**config.mk**
```make
export PLATFORM = sky130hd
export DESIGN_NAME = serial_rc_subtractor_flat
export DESIGN_NICKNAME = d
export VERILOG_FILES = /design/src/rtl/serial_rc_subtractor_pkg.sv /design/src/rtl/serial_rc_subtractor_if.sv /design/src/rtl/byte_rc_subtractor.sv /design/src/rtl/serial_rc_subtractor.sv /design/src/flat_wrapper.sv
export SDC_FILE = /design/constraint.sdc
export NUM_CORES = 1
export LEC_CHECK = 0
export ABC_AREA = 0
export CORE_ASPECT_RATIO = 0.75
export CORE_UTILIZATION = 48
export CTS_BUF_LIST = sky130_fd_sc_hd__clkbuf_8
export CTS_CLUSTER_DIAMETER = 150
export DETAILED_ROUTE_END_ITERATION = 8
export PLACE_DENSITY = 0.86
export SETUP_SLACK_MARGIN = 0.2
export SLEW_MARGIN = 20
export SYNTH_ARGS = -nofsm -noshare
export SYNTH_HDL_FRONTEND = slang
export SYNTH_HIERARCHICAL = 1
export SYNTH_SLANG_ARGS = --single-unit
```
**constraint.sdc**
```tcl
create_clock -name clk -period 5.6 [get_ports clk]
set_input_delay 1.12 -clock clk [delete_from_list [all_inputs] [get_ports clk]]
set_output_delay 1.12 -clock clk [all_outputs]
set_load 0.02 [all_outputs]
```
**src/rtl/serial_rc_subtractor_pkg.sv**
```systemverilog
// Shared types and default sizing for the chunk-serial ripple-borrow subtractor.
package serial_rc_subtractor_pkg;

  localparam int DEFAULT_WIDTH = 32;
  localparam int DEFAULT_CHUNK = 8;

  typedef enum logic [1:0] {
    IDLE = 2'd0,
    BUSY = 2'd1,
    DONE = 2'd2
  } state_t;

endpackage

```
**src/rtl/serial_rc_subtractor_if.sv**
```systemverilog
// Operand/result bus for serial_rc_subtractor.
// Handshake: a transfer happens on a rising edge where valid and ready are both 1; the
// producer holds payload stable while valid is 1, and ready never depends on valid.
interface serial_rc_subtractor_if
  import serial_rc_subtractor_pkg::*;
#(
  parameter int WIDTH = DEFAULT_WIDTH
) ();

  logic             in_valid;
  logic             in_ready;
  logic [WIDTH-1:0] a;
  logic [WIDTH-1:0] b;
  logic             bin;
  logic             out_valid;
  logic             out_ready;
  logic [WIDTH-1:0] d;
  logic             bout;
  logic             zero;
  logic             neg;
  logic             ovf;

  modport master (
    output in_valid, a, b, bin, out_ready,
    input  in_ready, out_valid, d, bout, zero, neg, ovf
  );

  modport slave (
    input  in_valid, a, b, bin, out_ready,
    output in_ready, out_valid, d, bout, zero, neg, ovf
  );

endinterface

```
**src/rtl/byte_rc_subtractor.sv**
```systemverilog
// Combinational ripple-borrow subtract slice: diff = x - y - bin, bout = borrow out of MSB.
module byte_rc_subtractor
  import serial_rc_subtractor_pkg::*;
#(
  parameter int WIDTH = DEFAULT_CHUNK
) (
  input  logic [WIDTH-1:0] x,
  input  logic [WIDTH-1:0] y,
  input  logic             bin,
  output logic [WIDTH-1:0] diff,
  output logic             bout
);

  always_comb begin : ripple
    logic c;
    diff = '0;
    c    = bin;
    for (int i = 0; i < WIDTH; i++) begin
      diff[i] = x[i] ^ y[i] ^ c;
      // Borrow propagates when bits are equal, is generated when x=0, y=1.
      c = (~x[i] & y[i]) | (~(x[i] ^ y[i]) & c);
    end
    bout = c;
  end

endmodule

```
**src/rtl/serial_rc_subtractor.sv**
```systemverilog
// Chunk-serial subtractor: one CHUNK-bit slice reused LSB-first over WIDTH/CHUNK cycles.
module serial_rc_subtractor
  import serial_rc_subtractor_pkg::*;
#(
  parameter int WIDTH = DEFAULT_WIDTH,
  parameter int CHUNK = DEFAULT_CHUNK
) (
  input  logic                   clk,
  input  logic                   rst_n,
  serial_rc_subtractor_if.slave  bus,
  output state_t                 dbg_state
);

  localparam int NCHUNK = WIDTH / CHUNK;
  localparam int KW     = (NCHUNK > 1) ? $clog2(NCHUNK) : 1;
  localparam logic [KW-1:0] LAST = KW'(NCHUNK - 1);

  state_t           state;
  logic [KW-1:0]    k;
  logic             borrow;
  logic [WIDTH-1:0] a_q;
  logic [WIDTH-1:0] b_q;
  logic [WIDTH-1:0] d_q;
  logic             bout_q;
  logic             zero_q;
  logic             neg_q;
  logic             ovf_q;

  logic [CHUNK-1:0] diff;
  logic             slice_bout;
  logic [WIDTH-1:0] d_next;

  // Operands shift right each cycle so the active chunk is always the low CHUNK bits.
  byte_rc_subtractor #(.WIDTH(CHUNK)) u_slice (
    .x    (a_q[CHUNK-1:0]),
    .y    (b_q[CHUNK-1:0]),
    .bin  (borrow),
    .diff (diff),
    .bout (slice_bout)
  );

  // Result fills from the top; after the last chunk every piece sits in its place.
  always_comb begin
    d_next = d_q >> CHUNK;
    d_next[WIDTH-1 -: CHUNK] = diff;
  end

  always_ff @(posedge clk or negedge rst_n) begin
    if (!rst_n) begin
      state  <= IDLE;
      k      <= '0;
      borrow <= 1'b0;
      a_q    <= '0;
      b_q    <= '0;
      d_q    <= '0;
      bout_q <= 1'b0;
      zero_q <= 1'b0;
      neg_q  <= 1'b0;
      ovf_q  <= 1'b0;
    end else begin
      case (state)
        IDLE: begin
          if (bus.in_valid) begin
            a_q    <= bus.a;
            b_q    <= bus.b;
            borrow <= bus.bin;
            k      <= '0;
            state  <= BUSY;
          end
        end
        BUSY: begin
          a_q    <= a_q >> CHUNK;
          b_q    <= b_q >> CHUNK;
          d_q    <= d_next;
          borrow <= slice_bout;
          k      <= k + 1'b1;
          if (k == LAST) begin
            // On the last chunk the low slice bits hold the operands' sign bits.
            state  <= DONE;
            k      <= '0;
            bout_q <= slice_bout;
            zero_q <= (d_next == '0);
            neg_q  <= d_next[WIDTH-1];
            ovf_q  <= (a_q[CHUNK-1] ^ b_q[CHUNK-1]) & (d_next[WIDTH-1] ^ a_q[CHUNK-1]);
          end
        end
        DONE: begin
          if (bus.out_ready) state <= IDLE;
        end
        default: state <= IDLE;
      endcase
    end
  end

  assign bus.in_ready  = (state == IDLE);
  assign bus.out_valid = (state == DONE);
  assign bus.d         = d_q;
  assign bus.bout      = bout_q;
  assign bus.zero      = zero_q;
  assign bus.neg       = neg_q;
  assign bus.ovf       = ovf_q;
  assign dbg_state     = state;

endmodule

```
**src/flat_wrapper.sv**
```systemverilog
// flat-port wrapper written by rule: the top's interface ports become plain ports
module serial_rc_subtractor_flat import serial_rc_subtractor_pkg::*;
#(
  parameter int WIDTH = DEFAULT_WIDTH,
  parameter int CHUNK = DEFAULT_CHUNK
)
  (clk, rst_n, dbg_state, bus_in_valid, bus_a, bus_b, bus_bin, bus_out_ready, bus_in_ready, bus_out_valid, bus_d, bus_bout, bus_zero, bus_neg, bus_ovf);
  serial_rc_subtractor_if #(.WIDTH(WIDTH)) bus_i ();
  input  logic clk;
  input  logic rst_n;
  output state_t dbg_state;
  input wire logic [$bits(bus_i.in_valid)-1:0] bus_in_valid;
  input wire logic [$bits(bus_i.a)-1:0] bus_a;
  input wire logic [$bits(bus_i.b)-1:0] bus_b;
  input wire logic [$bits(bus_i.bin)-1:0] bus_bin;
  input wire logic [$bits(bus_i.out_ready)-1:0] bus_out_ready;
  output wire logic [$bits(bus_i.in_ready)-1:0] bus_in_ready;
  output wire logic [$bits(bus_i.out_valid)-1:0] bus_out_valid;
  output wire logic [$bits(bus_i.d)-1:0] bus_d;
  output wire logic [$bits(bus_i.bout)-1:0] bus_bout;
  output wire logic [$bits(bus_i.zero)-1:0] bus_zero;
  output wire logic [$bits(bus_i.neg)-1:0] bus_neg;
  output wire logic [$bits(bus_i.ovf)-1:0] bus_ovf;
  assign bus_i.in_valid = bus_in_valid;
  assign bus_i.a = bus_a;
  assign bus_i.b = bus_b;
  assign bus_i.bin = bus_bin;
  assign bus_i.out_ready = bus_out_ready;
  assign bus_in_ready = bus_i.in_ready;
  assign bus_out_valid = bus_i.out_valid;
  assign bus_d = bus_i.d;
  assign bus_bout = bus_i.bout;
  assign bus_zero = bus_i.zero;
  assign bus_neg = bus_i.neg;
  assign bus_ovf = bus_i.ovf;
  serial_rc_subtractor #(.WIDTH(WIDTH), .CHUNK(CHUNK)) u_core (.clk(clk), .rst_n(rst_n), .bus(bus_i), .dbg_state(dbg_state));
endmodule
```
# Yosys cells after proc, flatten, opt, wreduce, memory -nomap -nowiden
# Cells that the tools add are included.
[word_totals]
register_bits = 105
in_bits = 69
word_cells = 94
[classes]
eq_ne = 6
n_addsub = 1
bitwise_logic = 58
n_reduce_logical = 6
n_mux = 13
[op_table]
columns = ["op", "count"]
rows = [
  ["$pmux W32 S2", 2],
  ["$mux W32", 2],
  ["$logic_not A32 Y1", 1],
  ["$and A1 B1 Y1", 17],
  ["$xor A1 B1 Y1", 17],
  ["$not A1 Y1", 16],
  ["$mux W2", 5],
  ["$or A1 B1 Y1", 8],
  ["$pmux W2 S3", 1],
  ["$eq A2 B2 Y1 const B", 2],
  ["$ne A2 B2 Y1 const B", 2],
  ["$pmux W2 S2", 1],
  ["$reduce_and A2 Y1", 2],
  ["$reduce_and A3 Y1", 1],
  ["$add A2 B1 Y2 const B", 1],
  ["$eq A2 B1 Y1 const B", 1],
  ["$logic_not A2 Y1", 1],
  ["$ne A2 B1 Y1 const B", 1],
  ["$pmux W1 S2", 1],
  ["$reduce_bool A2 Y1", 1],
  ["$mux W1", 1],
]

# Longest topological paths before layout
# Gate-level depths: netlist of run 1.
[depth]
depth_word = 19
mapped_depth = 14
ltp_nobuf = 14

# Hierarchy
# The synthesis of run 1 kept the hierarchy.
[by_module_without_submodules]
columns = ["mod", "cells_each", "area_per_inst_um2", "seq_area_each_um2", "instances"]
rows = [
  ["serial_rc_subtractor", 458, 4494.3, 2627.5, 1],
  ["byte_rc_subtractor", 26, 227.7, 0.0, 1],
]

# Least setup slack after synthesis of run 1
# Ideal clock, no wire load.
[synth_timing]
kind = "register -> register"
start = "register u_core.b_q[0]"
end = "register u_core.zero_q, in the netlist u_core/bus.zero"
stages_incl_launch_ff = 15
t_arrival_ps = 3944
required_time_ps = 5504
n_path_buf = 0
setup_slack_ps = 1561
path_cell_list = "dfrtp_1 > inv_1 > fa_1 > inv_1 > fa_1 > fa_1 > fa_1 > fa_1 > fa_1 > fa_1 > inv_1 > fa_1 > nor4_1 > nand4_1 > o31ai_1"
[synth_between]
elab_chain_cells = 18
elab_cells_between_ends = 26
classes_between = "25 x bitwise; 1 x reduce/logical"
[synth_lines]
columns = ["item", "line", "source"]
rows = [
  ["start, declared", "serial_rc_subtractor.sv:22", "logic [WIDTH-1:0] b_q;"],
  ["start signal, assigned", "serial_rc_subtractor.sv:65", "b_q <= bus.b;"],
  ["start signal, assigned", "serial_rc_subtractor.sv:73", "b_q <= b_q >> CHUNK;"],
  ["$xor A1 B1 Y1", "byte_rc_subtractor.sv:21", "c = (~x[i] & y[i]) | (~(x[i] ^ y[i]) & c);"],
  ["$not A1 Y1", "byte_rc_subtractor.sv:21", ""],
  ["$and A1 B1 Y1", "byte_rc_subtractor.sv:21", ""],
  ["$or A1 B1 Y1 *", "byte_rc_subtractor.sv:21", ""],
  ["$and A1 B1 Y1 *", "byte_rc_subtractor.sv:21", ""],
  ["$or A1 B1 Y1 *", "byte_rc_subtractor.sv:21", ""],
  ["$and A1 B1 Y1 *", "byte_rc_subtractor.sv:21", ""],
  ["$or A1 B1 Y1 *", "byte_rc_subtractor.sv:21", ""],
  ["[3 not listed]", "n/a", ""],
  ["$or A1 B1 Y1 *", "byte_rc_subtractor.sv:21", ""],
  ["$and A1 B1 Y1 *", "byte_rc_subtractor.sv:21", ""],
  ["$or A1 B1 Y1 *", "byte_rc_subtractor.sv:21", ""],
  ["$and A1 B1 Y1 *", "byte_rc_subtractor.sv:21", ""],
  ["$or A1 B1 Y1 *", "byte_rc_subtractor.sv:21", ""],
  ["$xor A1 B1 Y1 *", "byte_rc_subtractor.sv:19", "diff[i] = x[i] ^ y[i] ^ c;"],
  ["named net u_core.diff[7]", "serial_rc_subtractor.sv:29", "logic [CHUNK-1:0] diff;"],
  ["$logic_not A32 Y1 *", "serial_rc_subtractor.sv:82", "zero_q <= (d_next == '0);"],
  ["end signal, assigned", "serial_rc_subtractor.sv:82", ""],
  ["end, declared", "serial_rc_subtractor.sv:25", "logic zero_q;"],
]
# The timed path passes the listed nets; every way through them passes the cells marked *.
# A chain may end at the register's enable or synchronous reset.

# Worst setup path after layout of run 1
# Same ends and word-level chain as after synthesis.

==> results of run 1 <==
## final cells by class
type | count | area share (%)
inverters | 19 | 1.17
clock buffers | 10 | 2.26
multi-input cells | 324 | 30.8
flip-flops and latches | 105 | 43.2
repair buffers | 114 | 18.8
clock inverters | 6 | 1.09
well taps | 128 | 2.63
## cell usage in the layout (no fill, tap or decap), types with 2 or more instances in the layout
master,instances
nor2_1,2
clkdlybuf4s50_1,107
clkinv_2,2
dfrtp_2,2
fa_1,8
inv_1,19
o21ai_0,18
and3b_1,6
o31ai_1,2
mux2_1,2
clkinvlp_4,2
clkbuf_8,10
nor4_1,8
a22o_1,17
nor2b_1,19
a22oi_1,44
a21oi_1,24
nand2_1,130
nand4_1,2
dfrtp_1,103
o21ai_1,33
buf_4,6
## metrics by stage
step	hold slack [ps]	total power [W]	setup WS [ps]	instance area (um^2)	util, %
global route	496	0.00371	1010	6080	65.3
global placement	459	0.00285	1420	5850	62.8
floorplan	450	0.00234	1560	4720	-
finish	483	0.00345	1230	6080	65.3
detailed placement	461	0.00293	1310	5850	62.8
CTS	485	0.00341	1290	6050	65.0
## report_power, final
group | leakage (nW) | switching, W | internal (W)
Sequential | 1.35 | 0.000303 | 0.00107
Combinational | 1.29 | 0.000904 | 0.000687
Clock | 0.100 | 0.000263 | 0.000220
## path summary, 6_finish.rpt
path | end | start | slack, ps | cells after the start
worst min-delay path | u_core/bus.d[4] | u_core/bus.d[4] | 480 | 2
min in group asynchronous | u_core/bus.d[22] | rst_n | 800 | 1
worst max-delay path | u_core/bus.zero | u_core/b_q[0] | 1230 | 14
worst min register to register | u_core/bus.d[4] | u_core/bus.d[4] | 480 | 2
worst max register to register | u_core/bus.zero | u_core/b_q[0] | 1230 | 14
max in group asynchronous | u_core/dbg_state[1] | rst_n | 3710 | 2
## logic make-up (layout without fill, tap and decap cells)
group                    Yosys count  count (layout)  synth area share [%]
multiplexers                       2               2                 0.477
adder cells (fa/ha/maj)            9               9                  3.66
AND/OR/NAND/NOR                  173             173                  16.3
flip-flops                       105             105                  55.6
buffers and inverters             55             149                  5.19
AO/OA/AOI/OAI                    140             140                  18.7
## critical path, stage by stage, from the launching register on
cell     delay (ps)
dfrtp_1         400
inv_1            90
fa_1            200
inv_1            60
fa_1            390
fa_1            400
fa_1            390
fa_1            400
fa_1            410
fa_1            370
inv_1            80
fa_1            470
nor4_1          270
nand4_1         120
o31ai_1         230
## state kept, by name, indices dropped and copies added (netlist names)
signal / flops
u_core/k: 2
u_core/bus.neg: 1
u_core/b_q: 32
u_core/bus.d: 32
u_core/bus.ovf: 1
u_core/a_q: 32
u_core/bus.zero: 1
u_core/bus.bout: 1
u_core/borrow: 1
u_core/dbg_state: 2
## cell usage after synthesis
cell      number  area [um^2]
a21oi_1       24          120
inv_1         19         71.3
nand3b_1       1         7.51
a22o_1        17          149
buf_2         13         65.1
and2b_1        1         7.51
buf_6          3         33.8
nor2b_1       21          131
o31ai_1        2         15.0
a22oi_1       44          330
o21ai_0       18         90.1
clkbuf_1      20         75.1
fa_1           8          160
nand4_1        2         12.5
o21bai_1       2         15.0
and3b_1        6         52.6
nor2_1         2         7.51
o21ai_1       33          165
dfrtp_1      105         2630
ha_1           1         12.5
mux2_1         2         22.5
nand2b_1       2         12.5
nand2_1      130          488
nor4_1         8         50.1
## per-layer routing
layer  up-vias  global-route usage (%)
met5         -                       0
met4         0                    9.09
met3        24                    7.47
met2       180                    37.2
met1      1921                    32.3
li1       1825                       -
==> metrics.md, run 1 <==
| Metric | Value |
|---|---|
| Status | complete, no violations |
| Final setup fails | 0 |
| Initial antenna violation count | 0 |
| DR pass1 iterations | 5 |
| Max Clock Freq | roughly 230 MHz |
| Total core area | 9310 um^2 |
| Routed wire length | around 12000 um |
| Placed cell count | 689 |
| Post-synthesis cell count | 484 |
| Hold Buf Count CTS | 0 |
| Post-CTS resize count | 0 |
| Clock transition at path regs | about 90 ps |
| Tmin final | ~4400 ps |
| Die area | between 10000 and 15000 um^2 |
| Uppermost layer routed | met4 |
| Finished Layout Cells | 706 |
| GRT overflow | 0 |
| Die width | roughly 120 um |
| Power per cell area | between 500 and 600 nW/um^2 |
| Post-DP HPWL | 7940 um |
| Synth Area per Inst | approximately 9.8 um^2 |
| Initial Utilization | between 50 and 60% |
| Final Cycle Share | approximately 78% |
| VDD IR max | around 0.26 mV |
| Clock Sink Count | 105 |
| Req. time, crit path | 5880 ps |
| Drt drc | 0 |
| Vias in the first global route | just under 4000 |
| Tightest Pin Transition | 1110 ps |
| Met2 wire len | roughly 5500 um |
| Max_slew headroom | 25.7% |
| Root Buffer | clkbuf_8 |
| Register area | roughly 2600 um^2 |
| RSZ-0062 raised after global routing | false |
| Detail Route Antenna Nets | 0 |
| Hold WC Path Type | reg2reg |
| Critical Path Fanout Max | 5 |
| Max-Cap Viols | 0 |
| Gp weighted congestion | 0.837 |
| FILL cells | just under 800 |
| Synth Warn # | 6 |
| Final hold vios | 0 |
| Pleak | about 2.7 nW |
| Fin. max-slew vios | 0 |
| Synth-to-Final Area Change | 28.8% |
| IO Pins | about 110 |
| Nets@finish | between 600 and 700 |
| Yosys cell types | 24 |
| Critical path type | reg2reg |
| Post-CTS setup buffer count | 0 |
| Sequential fraction of the synthesis area | a little under three fifths |
| Clock network latency to the later pin of the worst-skew pair | roughly 370 ps |
| Area of the multi-input gates | 1870 um^2 |
| First-pass GRT wire length | approximately 19000 um |
| H-tree depth | 3 |
| Fin Clk Skew | around 10 ps |
| Syn Nets | between 500 and 600 |
| DR iter-0 viols | about 340 |
| CTS Buf Count | 9 |
| Cell Rows | 30 |
| Gr usage total | between 20% and 30% |
| # port buffers | ~110 |
| Layout cells sized above 1 | between 5 and 6% |
| Setup crit start kind | register |
| Wl on met1 | 5030 um |
| Crit end category | register |
| Met3 WL | 1000 um |
| Via-per-instance ratio | approximately 5.6 |
| Largest net degree at the start of global routing | 60 |
| CTS tree | built |
| WL/cell | around 17 um |
| TNS Setup | 0 ps |
| Synthesized flop and latch total | around 110 |
| Antenna cells | 0 |
| Die Height | between 80 and 90 um |
| Post-Synthesis Cell Area | about 4700 um^2 |
| Critical Path AT | between 4000 and 5000 ps |
| Max clock buf depth | 2 |
| Vias | between 3000 and 4000 |
Note: power is estimated with default switching activity, not from simulation.
==> run 2: changes to the inputs <==
--- a/config.mk
+++ b/config.mk
@@ -7,11 +7,11 @@
 export LEC_CHECK = 0
 export ABC_AREA = 0
 export CORE_ASPECT_RATIO = 0.75
-export CORE_UTILIZATION = 48
+export CORE_UTILIZATION = 47
 export CTS_BUF_LIST = sky130_fd_sc_hd__clkbuf_8
 export CTS_CLUSTER_DIAMETER = 150
 export DETAILED_ROUTE_END_ITERATION = 8
-export PLACE_DENSITY = 0.86
+export PLACE_DENSITY = 0.88
 export SETUP_SLACK_MARGIN = 0.2
 export SLEW_MARGIN = 20
 export SYNTH_ARGS = -nofsm -noshare
==> constraint.sdc (replaced) <==
create_clock -name clk -period 3.64 [get_ports clk]
set_input_delay 0.728 -clock clk [delete_from_list [all_inputs] [get_ports clk]]
set_output_delay 0.728 -clock clk [all_outputs]
set_load 0.02 [all_outputs]
==> metrics.md, run 2 (synthesized netlist as in run 1, its figures left out) <==
| Metric | Value |
|---|---|
| Status | finished with violations |
| Violated checks | negative setup slack |
| Clock Sink Count | 105 (unchanged) |
| Initial antenna violation count | 0 (unchanged) |
| Fin. max-slew vios | 0 (unchanged) |
| Final Cycle Share | 108% (+30 points) |
| Initial Utilization | 48.7% (-2.0 points) |
| Max_slew headroom | 55.9% (+30 points) |
| Most frequent cells in the layout | nand2_1, clkdlybuf4s50_1, dfrtp_1 |
| Hold Buf Count CTS | 0 (unchanged) |
| Placed cell count | 700 (+1.6%) |
| Finished Layout Cells | 717 (+1.6%) |
| Layout cells sized above 1 | 7.35% (+2.3 points) |
| Largest net degree at the start of global routing | 52 (-13%) |
| Vias in the first global route | 3991 (+1.8%) |
| Max Clock Freq | 256 MHz (+12%) |
| IO Pins | 109 (unchanged) |
| Via-per-instance ratio | 5.49 (-1.9%) |
| VDD IR max | 0.364 mV (+39%) |
| Worst hold slack | 346 ps (-137 ps) |
| Post-DP HPWL | 8570 um (+7.9%) |
| Cell Rows | 31 (+3.3%) |
| FILL cells | 783 (+1.3%) |
| Critical register-to-register path startpoint | u_core/b_q[0] |
| Gp weighted congestion | 0.822 (-1.8%) |
| Total core area | 9700 um^2 (+4.2%) |
| Commonest non-fill, non-tap cell in the layout | nand2_1 |
| Pre-CTS WS | -237 ps (-1550 ps) |
| Critical Path AT | 4170 ps (-480 ps) |
| Root Buffer | clkbuf_8 |
| GRT overflow | 0 (unchanged) |
| Clock transition at path regs | 100 ps (about the same) |
| Power per cell area | 883 nW/um^2 (+56%) |
| CTS Buf Count | 9 (unchanged) |
| Met2 wire len | 6120 um (+11%) |
| Area of the multi-input gates | 1890 um^2 (+1.1%) |
| Fin Clk Skew | 15.7 ps (+5.73 ps) |
| Drt drc | 0 (unchanged) |
| Die width | 118 um (+1.0%) |
| DR pass1 iterations | 5 (unchanged) |
| Antenna cells | 0 (unchanged) |
| Reg2Reg Depth | 13 (-1) |
| Worst R2R Setup Slack | -270 ps (-1510 ps) |
| Met3 WL | 818 um (-18%) |
| Max-Cap Viols | 0 (unchanged) |
| Wl on met1 | 4980 um (-0.89%) |
| Tmin final | 3910 ps (-454 ps) |
| # port buffers | 108 (unchanged) |
| Uppermost layer routed | met4 |
| Reg-to-reg critical path endpoint | u_core/bus.neg |
| Die Height | 88.8 um (+1.0%) |
| Hold WC Path Type | in2async |
| Routed wire length | 12100 um (+2.6%) |
| Post-CTS setup buffer count | 0 (unchanged) |
| Pleak | 2.77 nW (+1.2%) |
| First-pass GRT wire length | 19900 um (+5.3%) |
| Detail Route Antenna Nets | 0 (unchanged) |
| Clock network latency to the later pin of the worst-skew pair | 390 ps (+20 ps) |
| Setup crit start kind | register |
| TNS Setup | -864 ps (-864 ps) |
| Critical path type | reg2reg |
| Die area | 10500 um^2 (+2.1%) |
| Critical Path Fanout Max | 3 (-2) |
| Final setup fails | 4 (+4) |
| Final hold vios | 0 (unchanged) |
| Vias | 3934 (-0.41%) |
| DR iter-0 viols | 343 (+2.4%) |
| Register area | 2630 um^2 (unchanged) |
| CTS tree | built |
| Synth-to-Final Area Change | 30.3% |
| Crit end category | register |
| H-tree depth | 3 (unchanged) |
| Gr usage total | 24.5% (+0.30 points) |
| Placed Instance Area | 5920 um^2 (+1.3%) |
| Tightest Pin Transition | 662 ps (-450 ps) |
| Req. time, crit path | 3900 ps (-1980 ps) |
| Final instance area | 6150 um^2 (+1.2%) |
| Max clock buf depth | 2 (unchanged) |
| Nets@finish | 658 (+1.1%) |
| RSZ-0062 raised after global routing | true |
| Fin worst setup slack | -274 ps (-1510 ps) |
| WL/cell | 16.9 um (+1.1%) |
run 2: report_power, final:
part | switching, W | total, W | internal, W
Combinational | 0.00145 | 0.00258 | 0.00113
Clock | 0.000400 | 0.000734 | 0.000333
Sequential | 0.000469 | 0.00212 | 0.00165
run 2: area by class of cell:
| cell class | count | area share [%] |
|---|---|---|
| tap | 132 | 2.68 |
| timing repair buffer | 121 | 19.4 |
| clock buffer | 10 | 2.24 |
| clock inverter | 6 | 0.956 |
| multi-input combinational | 324 | 30.8 |
| sequential | 105 | 42.7 |
| inverter | 19 | 1.16 |
run 2: worst max-delay path, stage by stage, from the launching register on:
cell and delay, ps:
dfrtp_1 410, inv_2 70, fa_1 160, inv_1 50
fa_2 350, fa_2 380, fa_2 360, fa_2 360
fa_2 360, fa_2 340, inv_2 70, fa_1 420
buf_4 170, mux2_1 280
run 2: worst max-delay path by stage:
| stage | startpoint | end | slack, ps | cells past startpoint |
|---|---|---|---|---|
| after floorplan | u_core/b_q[0] | u_core/bus.zero | -80 | 14 |
| after global placement | u_core/b_q[0] | u_core/bus.zero | -150 | 14 |
| after detailed placement | u_core/b_q[0] | u_core/bus.zero | -240 | 14 |
| after CTS | u_core/b_q[0] | u_core/bus.zero | -260 | 14 |
| after global routing | u_core/b_q[0] | u_core/bus.zero | -420 | 14 |
| final | u_core/b_q[0] | u_core/bus.neg | -270 | 13 |
run 2: timing repair:
action / 4_1_cts / 5_1_grt
pin swaps: 1 / 0
gates resized for setup: 1 / 1
setup endpoints to repair: 6 / 6
run 2: stage by stage:
stage,util (%),power [W]
3_5_place_dp,61.1,0.00463
6_report,63.5,0.00543
3_3_place_gp,61.1,0.00447
5_1_grt,63.5,0.00584
2_1_floorplan,-,0.00363
4_1_cts,63.1,0.00536
run 2: routing by layer:
layer / global-route usage (%) / vias to the layer above
li1: - / 1836
met1: 31.0 / 1930
met2: 42.0 / 148
met3: 6.44 / 20
met4: 6.88 / 0
met5: 0 / -
